### config.mk
export PLATFORM = sky130hd
export DESIGN_NAME = reset_sequencer
export DESIGN_NICKNAME = d
export VERILOG_FILES = /design/src/rtl/rst_seq_pkg.sv /design/src/rtl/bit_sync2.sv /design/src/rtl/reset_sequencer.sv
export SDC_FILE = /design/constraint.sdc
export NUM_CORES = 1
export LEC_CHECK = 0
export CAP_MARGIN = 20
export CORE_ASPECT_RATIO = 2
export CORE_MARGIN = 2
export CORE_UTILIZATION = 50
export CTS_BUF_LIST = sky130_fd_sc_hd__clkbuf_8 sky130_fd_sc_hd__clkbuf_16
export CTS_CLUSTER_SIZE = 8
export DETAILED_ROUTE_END_ITERATION = 10
export PLACE_DENSITY_LB_ADDON = 0.2
export SYNTH_ARGS = -nofsm -noshare
export SYNTH_HDL_FRONTEND = slang
export SYNTH_SLANG_ARGS = --single-unit
### constraint.sdc
create_clock -name clk -period 5.6 [get_ports clk]
set_input_delay 1.12 -clock clk [delete_from_list [all_inputs] [get_ports clk]]
set_output_delay 1.12 -clock clk [all_outputs]
set_load 0.02 [all_outputs]
### src/rtl/rst_seq_pkg.sv
// Shared types and constants for the SoC reset sequencer.
package rst_seq_pkg;

    typedef enum logic [2:0] {
        WAIT_LOCK = 3'd0,
        RELEASE   = 3'd1,
        RUN       = 3'd2,
        FAULT     = 3'd3
    } rst_seq_state_e;

    // Domain indices, in release order.
    localparam int unsigned DOMAIN_CPU    = 0;
    localparam int unsigned DOMAIN_GPU    = 1;
    localparam int unsigned DOMAIN_MEM    = 2;
    localparam int unsigned DOMAIN_PERIPH = 3;

endpackage

### src/rtl/bit_sync2.sv
// Two-flop synchronizer for a single asynchronous level signal.
module bit_sync2 (
    input  logic clk,
    input  logic rst,
    input  logic d_i,
    output logic q_o
);

    logic meta_q, meta_d;
    logic sync_q, sync_d;

    // Next values: shift the raw input through two stages.
    always_comb begin
        meta_d = d_i;
        sync_d = meta_q;
    end

    // Synchronizer stages, cleared on reset.
    always_ff @(posedge clk) begin
        if (rst) begin
            meta_q <= 1'b0;
            sync_q <= 1'b0;
        end else begin
            meta_q <= meta_d;
            sync_q <= sync_d;
        end
    end

    assign q_o = sync_q;

endmodule

### src/rtl/reset_sequencer.sv
// Per-domain reset release sequencer gated on sustained PLL lock.
module reset_sequencer
    import rst_seq_pkg::*;
#(
    parameter int unsigned NUM_DOMAINS         = 4,
    parameter int unsigned LOCK_STABLE_CYCLES  = 64,
    parameter int unsigned RELEASE_GAP_CYCLES  = 16,
    parameter int unsigned LOCK_TIMEOUT_CYCLES = 65536,
    parameter int unsigned CNT_W               = $clog2(LOCK_TIMEOUT_CYCLES + 1)
) (
    input  logic                   clk,
    input  logic                   rst,
    input  logic [NUM_DOMAINS-1:0] pll_locked_i,
    input  logic                   sw_reset_req,
    output logic [NUM_DOMAINS-1:0] domain_rst_n,
    output logic                   all_ready,
    output logic                   lock_fault,
    output logic [7:0]             relock_count,
    output logic [2:0]             state_o
);

    if (LOCK_STABLE_CYCLES == 0 || RELEASE_GAP_CYCLES == 0 ||
        LOCK_TIMEOUT_CYCLES <= LOCK_STABLE_CYCLES) begin : g_bad_params
        $error("reset_sequencer: illegal timing parameters");
    end

    logic [NUM_DOMAINS-1:0] lk;
    logic                   all_lk;

    rst_seq_state_e         state_q, state_d;
    logic [CNT_W-1:0]       stable_cnt_q, stable_cnt_d;
    logic [CNT_W-1:0]       timeout_cnt_q, timeout_cnt_d;
    logic [CNT_W-1:0]       gap_cnt_q, gap_cnt_d;
    logic [CNT_W-1:0]       idx_q, idx_d;
    logic [NUM_DOMAINS-1:0] domain_rst_n_q, domain_rst_n_d;
    logic                   all_ready_q, all_ready_d;
    logic                   lock_fault_q, lock_fault_d;
    logic [7:0]             relock_count_q, relock_count_d;

    logic lock_loss, timeout_hit, lock_stable, gap_done, last_domain;

    for (genvar i = 0; i < NUM_DOMAINS; i++) begin : g_sync
        bit_sync2 u_sync (
            .clk (clk),
            .rst (rst),
            .d_i (pll_locked_i[i]),
            .q_o (lk[i])
        );
    end

    assign all_lk      = &lk;
    assign lock_loss   = ((state_q == RELEASE) || (state_q == RUN)) && !all_lk;
    assign timeout_hit = (state_q == WAIT_LOCK) &&
                         (timeout_cnt_q == CNT_W'(LOCK_TIMEOUT_CYCLES - 1));
    assign lock_stable = all_lk && (stable_cnt_q == CNT_W'(LOCK_STABLE_CYCLES - 1));
    assign gap_done    = gap_cnt_q == CNT_W'(RELEASE_GAP_CYCLES - 1);
    assign last_domain = idx_q == CNT_W'(NUM_DOMAINS - 1);

    // State, counters and registered outputs.
    always_ff @(posedge clk) begin
        if (rst) begin
            state_q        <= WAIT_LOCK;
            stable_cnt_q   <= '0;
            timeout_cnt_q  <= '0;
            gap_cnt_q      <= '0;
            idx_q          <= '0;
            domain_rst_n_q <= '0;
            all_ready_q    <= 1'b0;
            lock_fault_q   <= 1'b0;
            relock_count_q <= '0;
        end else begin
            state_q        <= state_d;
            stable_cnt_q   <= stable_cnt_d;
            timeout_cnt_q  <= timeout_cnt_d;
            gap_cnt_q      <= gap_cnt_d;
            idx_q          <= idx_d;
            domain_rst_n_q <= domain_rst_n_d;
            all_ready_q    <= all_ready_d;
            lock_fault_q   <= lock_fault_d;
            relock_count_q <= relock_count_d;
        end
    end

    // Next state and counter updates; sw request outranks lock loss,
    // which outranks timeout, which outranks normal progression.
    always_comb begin
        state_d       = state_q;
        stable_cnt_d  = stable_cnt_q;
        timeout_cnt_d = timeout_cnt_q;
        gap_cnt_d     = gap_cnt_q;
        idx_d         = idx_q;
        if (sw_reset_req || lock_loss) begin
            state_d       = WAIT_LOCK;
            stable_cnt_d  = '0;
            timeout_cnt_d = '0;
            gap_cnt_d     = '0;
            idx_d         = '0;
        end else begin
            unique case (state_q)
                WAIT_LOCK: begin
                    stable_cnt_d  = all_lk ? stable_cnt_q + CNT_W'(1) : '0;
                    timeout_cnt_d = timeout_cnt_q + CNT_W'(1);
                    if (timeout_hit) begin
                        state_d = FAULT;
                    end else if (lock_stable) begin
                        state_d       = RELEASE;
                        stable_cnt_d  = '0;
                        timeout_cnt_d = '0;
                        gap_cnt_d     = '0;
                        idx_d         = '0;
                    end
                end
                RELEASE: begin
                    if (gap_done) begin
                        gap_cnt_d = '0;
                        idx_d     = idx_q + CNT_W'(1);
                        if (last_domain) begin
                            state_d = RUN;
                        end
                    end else begin
                        gap_cnt_d = gap_cnt_q + CNT_W'(1);
                    end
                end
                RUN:     state_d = RUN;
                FAULT:   state_d = FAULT;
                default: state_d = WAIT_LOCK;
            endcase
        end
    end

    // Next values of the registered outputs.
    always_comb begin
        domain_rst_n_d = domain_rst_n_q;
        all_ready_d    = all_ready_q;
        lock_fault_d   = lock_fault_q;
        relock_count_d = relock_count_q;
        if (sw_reset_req) begin
            domain_rst_n_d = '0;
            all_ready_d    = 1'b0;
            lock_fault_d   = 1'b0;
        end else if (lock_loss) begin
            domain_rst_n_d = '0;
            all_ready_d    = 1'b0;
            relock_count_d = (relock_count_q == 8'hFF) ? 8'hFF : relock_count_q + 8'd1;
        end else begin
            unique case (state_q)
                WAIT_LOCK: begin
                    domain_rst_n_d = '0;
                    all_ready_d    = 1'b0;
                    if (timeout_hit) begin
                        lock_fault_d = 1'b1;
                    end
                end
                RELEASE: begin
                    if (gap_done) begin
                        for (int unsigned i = 0; i < NUM_DOMAINS; i++) begin
                            if (idx_q == CNT_W'(i)) begin
                                domain_rst_n_d[i] = 1'b1;
                            end
                        end
                        if (last_domain) begin
                            all_ready_d = 1'b1;
                        end
                    end
                end
                RUN:     all_ready_d = 1'b1;
                FAULT: begin
                    domain_rst_n_d = '0;
                    all_ready_d    = 1'b0;
                end
                default: begin
                    domain_rst_n_d = '0;
                    all_ready_d    = 1'b0;
                end
            endcase
        end
    end

    assign domain_rst_n = domain_rst_n_q;
    assign all_ready    = all_ready_q;
    assign lock_fault   = lock_fault_q;
    assign relock_count = relock_count_q;
    assign state_o      = state_q;

endmodule
==> impl_metrics.csv <==
group,metric,value,unit
critical_path,critical_path_peak_fanout,37,
detailed_routing,detailedRoute.firstIterationViolations,279,
global_routing,grt_antenna_before_repair,0,
detailed_routing,postRouteAntennaNets,0,
yosys,synth_edf_count,0,
timing,setup_viol_count_final,0,
timing,period_share,0.644,
cts,clk_pin_slew_worst_paths,0.07,ns
floorplan,die_area,10700,um2
critical_path,regToRegEndpoint,"idx_q[16]",
cts,total_clock_buffers_created_by_cts,9,
yosys,syn_avg_cell_area,8.29,um2
hold_path,worstHoldStart,"g_sync[2].u_sync.meta_q",
final_layout,drive_gt1_frac,0.0773,
yosys,synth_seq_cells,92,
timing,final_slew_violations,0,
yosys,synth-seq-area-share,0.373,
critical_path,setup.worst_path.class,"register to register",
cts,cts_hold_buf,0,
cts,insertion_delay,0.35,ns
final_layout,syn_to_final_growth,11.7,%
global_routing,grt_overflow,0,
final_layout,finish.net_count,622,
detailed_routing,dr_total_vias,4582,
detailed_routing,drtPass1Iterations,5,
hold_path,hold_class,"register to register",
critical_path,worst_setup_path_end_kind,"register",
yosys,synth-main-ff-cell,"sky130_fd_sc_hd__dfxtp_1",
floorplan,rows,51,
cts,cts_tree,"done",
cts,cts-resized-gates,0,
critical_path,critical_path.reg2reg.startpoint,"timeout_cnt_q[0]",
pwr,power_per_cell_area,236,nW/um2
floorplan,core_outline_area,9700,um2
timing,period_needed,3.60,ns
pwr,ir_drop,0.000186,V
detailed_routing,drcViolationCount,0,
cts,cts-root-buf,"sky130_fd_sc_hd__clkbuf_16",
timing,timing_worst_slew_pin_value,0.976,ns
critical_path,regToRegSetupSlack,2.00,ns
final_layout,diodes,0,
global_routing,via_count_of_the_first_global_routing_pass,4489,
floorplan,chipHeight,145,um
place,io_buffers,22,
yosys,mappedNetlistNets,615,
final_layout,finish.instance_area,5510,um2
timing,slew_headroom,0.348,
place,place.gp.congestion,0.859,
cts,clock_path_buffers,2,
run,drv.max_cap_violation_count,0,
hold_path,worst_hold_path.endpoint,"g_sync[2].u_sync.q_o",
pwr,leakagePower,1.76,nW
critical_path,rr_worst_depth,10,
yosys,synthDominantCellAreaShare,0.373,
yosys,synth_cell_type_count,74,
floorplan,die_width,74.3,um
floorplan,floorplan.initialDensity,0.509,
timing,rsz_0062_raised_after_global_routing,"false",
detailed_routing,wire_per_inst,16.7,um
cts,htreeDepth,3,
yosys,synthDominantAreaCellType,"sky130_fd_sc_hd__dfxtp_1",
yosys,synth_top_cells_by_count,"sky130_fd_sc_hd__dfxtp_1 (92), sky130_fd_sc_hd__nand2_1 (56), sky130_fd_sc_hd__nand3_1 (51), sky130_fd_sc_hd__a21oi_1 (34), sky130_fd_sc_hd__nor2_1 (29)",
place,detailedPlacementHpwl,8620,um
final_layout,nFillCells,948,
yosys,number_of_standard_cells_after_synthesis,596,
critical_path,cp_data_arrival_time,3.88,ns
timing,finalHoldViolCount,0,
cts,clock_sink_count,92,
place,area_of_placed_instances,5210,um2
hold_path,hold_depth,1,
timing,finClkSkew,0.0104,ns
yosys,yosys.cell_count.top_type,"sky130_fd_sc_hd__dfxtp_1",
critical_path,data_required_time_at_the_worst_endpoint,5.87,ns
detailed_routing,routed_wl,12400,um
critical_path,worst_setup_path_start_kind,"register",
outcome,outcome,"completed",
yosys,synth_warnings,0,
timing,total_negative_slack,0,ns
global_routing,first_pass_grt_wire_length,20200,um
yosys,netlist_top_cells_area,"sky130_fd_sc_hd__dfxtp_1 (37%), sky130_fd_sc_hd__nand3_1 (5.2%), sky130_fd_sc_hd__nand2_1 (4.3%)",
global_routing,grt_start_max_net_pins,43,
yosys,synthesis.area,4940,um2
detailed_routing,route.detailed.vias_per_inst,6.19,
cts,post_cts.repair.setup_buffers,0,
timing,achievable-frequency,277,MHz
floorplan,top_level_ports,24,
global_routing,grt_usage,0.240,
yosys,synth_async_sr_flop_share,0,
## state kept, by name, summed over array words and instances (netlist names)
name / flops
all_ready: 1
domain_rst_n: 4
g_sync.u_sync.meta_q: 4
g_sync.u_sync.q_o: 4
gap_cnt_q: 17
idx_q: 17
lock_fault: 1
relock_count: 8
stable_cnt_q: 17
state_o: 2
timeout_cnt_q: 17
## final cells by class
cell class                 count  area, um2  share of cell area
multi-input combinational    448       2860               0.519
sequential                    92       1840               0.334
timing repair buffer          25        243              0.0440
clock buffer                   9        225              0.0408
tap                          132        165              0.0300
inverter                      27        101              0.0184
clock inverter                 7       77.6              0.0141
## layer usage
metal / vias up / part of all wire / global-route usage
li1: 2240 / - / -
met1: 2215 / 0.40 / 0.245
met2: 100 / 0.55 / 0.440
met3: 27 / 0.033 / 0.0446
met4: 0 / 0.026 / 0.135
met5: - / 0 / 0
## worst max-delay path by stage
stage	start	endpoint	slack [ns]	cells after the start
after floorplan	timeout_cnt_q[0]	gap_cnt_q[12]	2.74	12
after detailed placement	rst	idx_q[8]	1.87	7
after global placement	rst	idx_q[10]	1.98	7
after global routing	timeout_cnt_q[0]	idx_q[16]	1.57	10
final	timeout_cnt_q[0]	idx_q[16]	2.00	10
after CTS	timeout_cnt_q[0]	idx_q[16]	1.96	10
## metrics by stage
| step | power (mW) | util | instances | setup slack [ns] | hold WS, ns |
|---|---|---|---|---|---|
| floorplan | 0.691 | - | 596 | 2.74 | 0.414 |
| global placement | 0.700 | 0.537 | 723 | 1.98 | 0.418 |
| detailed placement | 0.701 | 0.537 | 724 | 1.87 | 0.430 |
| CTS | 1.32 | 0.568 | 740 | 1.96 | 0.445 |
| global route | 1.34 | 0.568 | 740 | 1.57 | 0.457 |
| finish | 1.30 | 0.568 | 740 | 2.00 | 0.440 |
## where the power goes
part	internal (mW)	total, mW	leakage (nW)	switching, mW
Combinational	0.00954	0.0268	0.880	0.0173
Clock	0.347	0.618	0.134	0.271
Sequential	0.657	0.659	0.743	0.00163
Total	1.01	1.30	1.76	0.290
## logic make-up after synthesis
| group | after synthesis | share of synthesized area |
|---|---|---|
| XOR/XNOR | 10 | 0.0177 |
| flip-flops | 92 | 0.373 |
| multiplexers | 4 | 0.00811 |
| AND/OR/NAND/NOR | 278 | 0.317 |
| buffers and inverters | 56 | 0.0494 |
| AO/OA/AOI/OAI | 143 | 0.204 |
| other | 1 | 0.000759 |
| adder cells (fa/ha/maj) | 12 | 0.0304 |
## critical path, cell delays in order (launching register included)
cell and delay, ns:
sky130_fd_sc_hd__dfxtp_1 0.39, sky130_fd_sc_hd__ha_1 0.23, sky130_fd_sc_hd__and4_1 0.25, sky130_fd_sc_hd__or4b_1 0.52, sky130_fd_sc_hd__nor3_1 0.22, sky130_fd_sc_hd__ha_1 0.26, sky130_fd_sc_hd__nand2b_1 0.17, sky130_fd_sc_hd__nor2_1 0.10
sky130_fd_sc_hd__a31oi_4 0.80, sky130_fd_sc_hd__o21ai_2 0.32, sky130_fd_sc_hd__o221ai_1 0.26
## cells in the final DEF (no fill, tap or decap), types with 18 or more instances in the layout
cell type and n:
sky130_fd_sc_hd__inv_1 25, sky130_fd_sc_hd__o21ai_0 18, sky130_fd_sc_hd__nor2_1 29, sky130_fd_sc_hd__nand4_1 23, sky130_fd_sc_hd__nand2_1 56, sky130_fd_sc_hd__clkdlybuf4s50_1 22
sky130_fd_sc_hd__nor3_1 18, sky130_fd_sc_hd__nand3_1 51, sky130_fd_sc_hd__a21oi_1 34, sky130_fd_sc_hd__or3_1 20, sky130_fd_sc_hd__dfxtp_1 92
(Power assumes the default switching activity.)
